<file path="src/rtl/uart_cmd_pkg.sv">
// Shared definitions for the UART command executor.
//  - command codes carried in word[33:32]
//  - response tags carried in o_rsp_word[33:32]
//  - error payload codes for the error response
//  - executor state encoding
package uart_cmd_pkg;
   localparam int WORD_W = 34;

   localparam logic [1:0] CMD_R = 2'b00;
   localparam logic [1:0] CMD_W = 2'b01;
   localparam logic [1:0] CMD_A = 2'b10;
   localparam logic [1:0] CMD_S = 2'b11;

   localparam logic [1:0] RSP_RD   = 2'b00;
   localparam logic [1:0] RSP_WR   = 2'b01;
   localparam logic [1:0] RSP_ADDR = 2'b10;
   localparam logic [1:0] RSP_ERR  = 2'b11;

   localparam logic [31:0] ERR_BUS     = 32'h1;
   localparam logic [31:0] ERR_TIMEOUT = 32'h2;
   localparam logic [31:0] ERR_OVF     = 32'h3;

   typedef enum logic [1:0] {
      ST_IDLE,
      ST_EXEC,
      ST_BUS,
      ST_RSP
   } state_t;
endpackage

</file>
<file path="src/rtl/uart_cmd_fifo.sv">
// Synchronous show-ahead FIFO for command words.
// Ports:
//  i_clk, rst     clock, async active-low reset
//  push, wdata    write request; ignored while full
//  pop            read request; ignored while empty
//  rdata          word at the head (valid while !empty)
//  full, empty    occupancy flags, based on the current count only
module uart_cmd_fifo #(
   parameter int DEPTH = 4,
   parameter int WIDTH = 34
) (
   input  logic             i_clk,
   input  logic             rst,
   input  logic             push,
   input  logic [WIDTH-1:0] wdata,
   input  logic             pop,
   output logic [WIDTH-1:0] rdata,
   output logic             full,
   output logic             empty
);
   localparam int AW = $clog2(DEPTH);

   logic [WIDTH-1:0] mem [DEPTH];
   logic [AW-1:0]    wp, rp;
   logic [AW:0]      cnt;
   logic             do_push, do_pop;

   assign full    = (cnt == (AW+1)'(DEPTH));
   assign empty   = (cnt == '0);
   // A pop in the same cycle does not free a slot for the push.
   assign do_push = push & ~full;
   assign do_pop  = pop & ~empty;
   assign rdata   = mem[rp];

   always_ff @(posedge i_clk) begin
      if (do_push) mem[wp] <= wdata;
   end

   always_ff @(posedge i_clk or negedge rst) begin
      if (!rst) begin
         wp  <= '0;
         rp  <= '0;
         cnt <= '0;
      end else begin
         if (do_push) wp <= wp + 1'b1;
         if (do_pop)  rp <= rp + 1'b1;
         case ({do_push, do_pop})
            2'b10:   cnt <= cnt + 1'b1;
            2'b01:   cnt <= cnt - 1'b1;
            default: cnt <= cnt;
         endcase
      end
   end
endmodule

</file>
<file path="src/rtl/uart_cmd_executor.sv">
// Executes decoded UART command words on a single-master req/ack bus.
// Ports:
//  i_clk, rst                clock, async active-low reset
//  i_stb, i_word             command word strobe {cmd[1:0], data[31:0]}
//  o_bus_cyc/we/addr/wdata   bus request, stable while o_bus_cyc is high
//  i_bus_ack/err/rdata       bus completion
//  o_rsp_stb, o_rsp_word     response strobe and registered response word
//  i_rsp_busy                holds off o_rsp_stb
//  o_overflow                sticky flag: a command was dropped on a full FIFO
module uart_cmd_executor import uart_cmd_pkg::*; #(
   parameter int FIFO_DEPTH      = 4,
   parameter int TIMEOUT         = 255,
   parameter int ADDR_STEP       = 4,
   parameter int AUTOINC_DEFAULT = 1
) (
   input  logic              i_clk,
   input  logic              rst,
   input  logic              i_stb,
   input  logic [WORD_W-1:0] i_word,
   output logic              o_bus_cyc,
   output logic              o_bus_we,
   output logic [31:0]       o_bus_addr,
   output logic [31:0]       o_bus_wdata,
   input  logic              i_bus_ack,
   input  logic              i_bus_err,
   input  logic [31:0]       i_bus_rdata,
   output logic              o_rsp_stb,
   output logic [WORD_W-1:0] o_rsp_word,
   input  logic              i_rsp_busy,
   output logic              o_overflow
);
   localparam logic [31:0] TO_LAST = (TIMEOUT == 0) ? 32'd0 : 32'(TIMEOUT - 1);

   state_t            state, state_nxt;
   logic [WORD_W-1:0] fifo_rdata, cmd_word, rsp_nxt;
   logic              fifo_full, fifo_empty, fifo_pop;
   logic [31:0]       addr, addr_nxt, tcnt;
   logic              autoinc, rsp_ovf, rsp_ovf_nxt;
   logic              ld_word, addr_ld, ainc_ld, rsp_ld, ovf_clr, tcnt_clr, to_hit;
   logic [1:0]        cmd;

   uart_cmd_fifo #(.DEPTH(FIFO_DEPTH), .WIDTH(WORD_W)) u_fifo (
      .i_clk (i_clk),
      .rst   (rst),
      .push  (i_stb),
      .wdata (i_word),
      .pop   (fifo_pop),
      .rdata (fifo_rdata),
      .full  (fifo_full),
      .empty (fifo_empty)
   );

   assign cmd         = cmd_word[33:32];
   assign o_bus_cyc   = (state == ST_BUS);
   assign o_bus_we    = (cmd == CMD_W);
   assign o_bus_addr  = addr;
   assign o_bus_wdata = cmd_word[31:0];
   assign o_rsp_stb   = (state == ST_RSP) && !i_rsp_busy;
   // tcnt counts completed cyc cycles; the TIMEOUT-th one without ack/err ends the transfer.
   assign to_hit      = (TIMEOUT != 0) && (tcnt == TO_LAST);

   always_ff @(posedge i_clk or negedge rst) begin
      if (!rst) state <= ST_IDLE;
      else      state <= state_nxt;
   end

   always_comb begin
      state_nxt   = state;
      fifo_pop    = 1'b0;
      ld_word     = 1'b0;
      addr_ld     = 1'b0;
      addr_nxt    = addr;
      ainc_ld     = 1'b0;
      rsp_ld      = 1'b0;
      rsp_nxt     = o_rsp_word;
      rsp_ovf_nxt = 1'b0;
      ovf_clr     = 1'b0;
      tcnt_clr    = 1'b0;
      case (state)
         ST_IDLE: begin
            // A pending overflow is reported before any further command runs.
            if (o_overflow) begin
               rsp_ld      = 1'b1;
               rsp_nxt     = {RSP_ERR, ERR_OVF};
               rsp_ovf_nxt = 1'b1;
               state_nxt   = ST_RSP;
            end else if (!fifo_empty) begin
               fifo_pop  = 1'b1;
               ld_word   = 1'b1;
               state_nxt = ST_EXEC;
            end
         end
         ST_EXEC: begin
            case (cmd)
               CMD_A: begin
                  addr_ld   = 1'b1;
                  addr_nxt  = cmd_word[31:0];
                  rsp_ld    = 1'b1;
                  rsp_nxt   = {RSP_ADDR, cmd_word[31:0]};
                  state_nxt = ST_RSP;
               end
               CMD_S: begin
                  ainc_ld   = 1'b1;
                  state_nxt = ST_IDLE;
               end
               default: begin
                  tcnt_clr  = 1'b1;
                  state_nxt = ST_BUS;
               end
            endcase
         end
         ST_BUS: begin
            if (i_bus_err) begin
               rsp_ld    = 1'b1;
               rsp_nxt   = {RSP_ERR, ERR_BUS};
               state_nxt = ST_RSP;
            end else if (i_bus_ack) begin
               rsp_ld    = 1'b1;
               rsp_nxt   = (cmd == CMD_W) ? {RSP_WR, addr} : {RSP_RD, i_bus_rdata};
               addr_ld   = autoinc;
               addr_nxt  = addr + 32'(ADDR_STEP);
               state_nxt = ST_RSP;
            end else if (to_hit) begin
               rsp_ld    = 1'b1;
               rsp_nxt   = {RSP_ERR, ERR_TIMEOUT};
               state_nxt = ST_RSP;
            end
         end
         ST_RSP: begin
            if (!i_rsp_busy) begin
               ovf_clr   = rsp_ovf;
               state_nxt = ST_IDLE;
            end
         end
         default: state_nxt = ST_IDLE;
      endcase
   end

   always_ff @(posedge i_clk or negedge rst) begin
      if (!rst) begin
         addr       <= '0;
         autoinc    <= 1'(AUTOINC_DEFAULT);
         cmd_word   <= '0;
         o_rsp_word <= '0;
         rsp_ovf    <= 1'b0;
         tcnt       <= '0;
         o_overflow <= 1'b0;
      end else begin
         if (ld_word) cmd_word <= fifo_rdata;
         if (addr_ld) addr     <= addr_nxt;
         if (ainc_ld) autoinc  <= cmd_word[0];
         if (rsp_ld) begin
            o_rsp_word <= rsp_nxt;
            rsp_ovf    <= rsp_ovf_nxt;
         end
         if (tcnt_clr)            tcnt <= '0;
         else if (state == ST_BUS) tcnt <= tcnt + 1'b1;
         // A rejected push in the clearing cycle keeps the flag set.
         if (i_stb && fifo_full) o_overflow <= 1'b1;
         else if (ovf_clr)       o_overflow <= 1'b0;
      end
   end
endmodule

</file>
<file path="config.mk">
export PLATFORM = sky130hd
export DESIGN_NAME = uart_cmd_executor
export DESIGN_NICKNAME = d
export VERILOG_FILES = /design/src/rtl/uart_cmd_pkg.sv /design/src/rtl/uart_cmd_fifo.sv /design/src/rtl/uart_cmd_executor.sv
export SDC_FILE = /design/constraint.sdc
export NUM_CORES = 1
export LEC_CHECK = 0
export ABC_AREA = 1
export BUFFER_PORTS_ARGS = -buffer_cell sky130_fd_sc_hd__buf_4
export CORE_MARGIN = 2
export CORE_UTILIZATION = 45
export DETAILED_ROUTE_END_ITERATION = 10
export HOLD_SLACK_MARGIN = 0.03
export PLACE_DENSITY = 0.62
export SYNTH_ARGS = -nofsm -noshare
export SYNTH_HDL_FRONTEND = slang
export SYNTH_SLANG_ARGS = --single-unit
</file>
<file path="constraint.sdc">
create_clock -name i_clk -period 3.4 [get_ports i_clk]
set_input_delay 0.34 -clock i_clk [delete_from_list [all_inputs] [get_ports i_clk]]
set_output_delay 0.34 -clock i_clk [all_outputs]
set_load 0.005 [all_outputs]
</file>
==> results.json <==
{
  "cpPeakStageDelay_ns": 0.47,
  "layout_commonest_cell": "nand2_1",
  "syn_nets": 1627,
  "crit_chain": "inv_1 > ha_2 > nand3_1 > o21ai_1 > nand3_1 > buf_4 > inv_2 > o21ai_1 > a21oi_1 > o21a_1",
  "r2r_end": "o_bus_addr[10]",
  "syn_area_um2": 13700,
  "ys.flop_type": "dfrtp_1",
  "post-place-ws_ns": 0.773,
  "fin_crit_ns": 2.68,
  "setup_viol": 0,
  "hold-path-endpoint": "o_overflow",
  "ctsHoldBuffers": 35,
  "slowest_stage": "inv_2",
  "cp-end-kind": "register",
  "detailed_place.area_um2": 15100,
  "grt.overflow.total": 0,
  "synth-seq-area-share_pct": 56.2,
  "hold_class": "in -> reg",
  "die_area_um2": 31800,
  "cts_setup_buffers": 0,
  "clock_path_buffers": 3,
  "r2r_start": "state[0]",
  "power_density_nw_per_um2": 860,
  "startpoint_type": "register",
  "antenna_found_initial": 1,
  "area_growth_syn_to_layout_pct": 20.8,
  "clkTransAtPathRegs_ns": 0.06,
  "gp_congestion": 0.892,
  "vias": 11320,
  "ys_ff_latch": 280,
  "finalSetupTns_ns": 0,
  "path_buf_inv": 3,
  "whs_ns": 0.0488,
  "cts_tree": "yes",
  "tightest_slew_ns": 0.817,
  "num_rows": 63,
  "numPortBuffers": 173,
  "p_leak_nw": 7.01,
  "synth_cell_types": 42,
  "hold_viol": 0,
  "die_w_um": 178,
  "dr.pass1.iters": 6,
  "dieHeight_um": 178,
  "start_util_pct": 45.9,
  "num-nets-final": 1785,
  "maxCapViolCount": 0,
  "arrival_ns": 3.20,
  "async_flop_share_pct": 51.4,
  "clkLatencyLatePin_ns": 0.58,
  "drive_gt1_share_pct": 15.9,
  "postLayoutSetupSlackWorst_ns": 0.719,
  "required_ns": 3.92,
  "r2r_slack_ns": 0.72,
  "cp_top_family": "buffers and inverters",
  "cts_resized": 0,
  "ant_nets": 0,
  "grt_pass1_vias": 10991,
  "rsz0062_at_grt": "no",
  "final_cell_mix": "nand2_1, o21ai_0, buf_4",
  "design.core.area_um2": 29800,
  "grt_pass1_wl_um": 61400,
  "run_status": "completed",
  "root_buffer": "clkbuf_16",
  "yosysWarnings": 0,
  "power.total_mw": 14.2,
  "grtUsageTotal_pct": 25.1,
  "place_hpwl_um": 27000,
  "ios": 174,
  "syn_area_per_cell_um2": 8.87,
  "vias_per_cell": 5.35,
  "clock-sinks": 280,
  "reg2regPathDepth": 10,
  "synth_edf_count": 136,
  "clock_skew_ns": 0.0189,
  "htreeDepth": 1,
  "path_max_fanout": 38,
  "critPathKind": "reg -> reg",
  "drc": 0,
  "hold_depth": 2,
  "final_area_um2": 16500,
  "slew_violations": 0,
  "cts_inserted_buffers": 31,
  "hp-start": "i_stb",
  "syn_inst": 1541,
  "timing.slew.headroom_pct": 45.5,
  "drt-total-wl_um": 39500,
  "min_period_over_period_pct": 78.9,
  "detail_route.wl_per_cell_um": 18.7,
  "drt_iter0_drc": 1024,
  "max_freq_ghz": 0.373,
  "ir_worst_vdd_mv": 0.503,
  "grt_max_degree": 96
}
how the worst max path moves through the flow:
stage	start	endpoint	slack [ns]	cells past startpoint
floorplan	u_fifo.wp[0]	u_fifo.mem[2][0]	0.87	4
global placement	state[0]	o_bus_addr[10]	0.90	10
detailed placement	state[0]	o_bus_addr[10]	0.77	10
CTS	state[0]	o_bus_addr[10]	0.76	10
global route	state[0]	o_bus_addr[10]	0.46	10
finish	state[0]	o_bus_addr[10]	0.72	10
state kept, by name (all words and copies together) (netlist names), 2 cells and up:
register and cells:
u_fifo.cnt 3, o_bus_addr 32, cmd_word 34, state 2, u_fifo.rp 2, u_fifo.mem 136, tcnt 32, o_rsp_word 34
u_fifo.wp 2
layout make-up:
class	instances	area [um2]
fillers	2732	13300
flip-flops and latches	280	7690
multi-input cells	1016	4940
repair buffers	230	1830
clock buffers	43	841
inverters	140	526
well taps	390	488
clock inverters	15	190
diodes	1	2.50
metal layers:
| layer | vias to the layer above | GRT usage [%] | routed length [um] |
|---|---|---|---|
| li1 | 5506 | - | - |
| met1 | 5350 | 36.1 | 17700 |
| met2 | 379 | 37.8 | 17400 |
| met3 | 85 | 4.48 | 2950 |
| met4 | 0 | 9.55 | 1490 |
| met5 | - | 0 | 0 |
through the flow:
stage / utilization (%) / instances
floorplan: - / 1541
global placement: 50.8 / 2021
detailed placement: 50.8 / 2021
CTS: 55.4 / 2114
global route: 55.4 / 2115
finish: 55.4 / 2115
report_power, final:
part	internal, mW	leakage (nW)	total (mW)	switching (mW)
Clock	2.03	0.499	3.42	1.38
Combinational	1.84	3.43	5.47	3.63
Sequential	4.50	3.07	5.31	0.809
Total	8.38	7.01	14.2	5.82
cells in the mapped netlist (7+ instances only):
library cell	number	area [um2]
nand2_1	299	1120
o21ai_0	193	966
nor2_1	172	646
dfrtp_1	143	3580
edfxtp_1	136	4080
inv_1	133	499
a21oi_1	107	536
nand3_1	60	300
clkbuf_1	51	191
nand4_1	47	294
buf_4	32	240
o22ai_1	31	194
nor3_1	27	135
buf_2	17	85.1
ha_1	13	163
xor2_1	13	114
nand2_2	7	43.8
kinds of logic (layout without fill, tap and decap cells):
group | count (synthesis) | in the layout | synth area share (%)
simple gates | 627 | 627 | 19.7
compound gates | 356 | 356 | 13.7
flops | 280 | 280 | 56.2
buf+inv | 245 | 428 | 7.81
xor+xnor | 15 | 15 | 0.961
fa+ha+maj | 14 | 14 | 1.34
mux | 4 | 4 | 0.329
other cells | 0 | 1 | 0
Power figures use the tool's default switching activity.
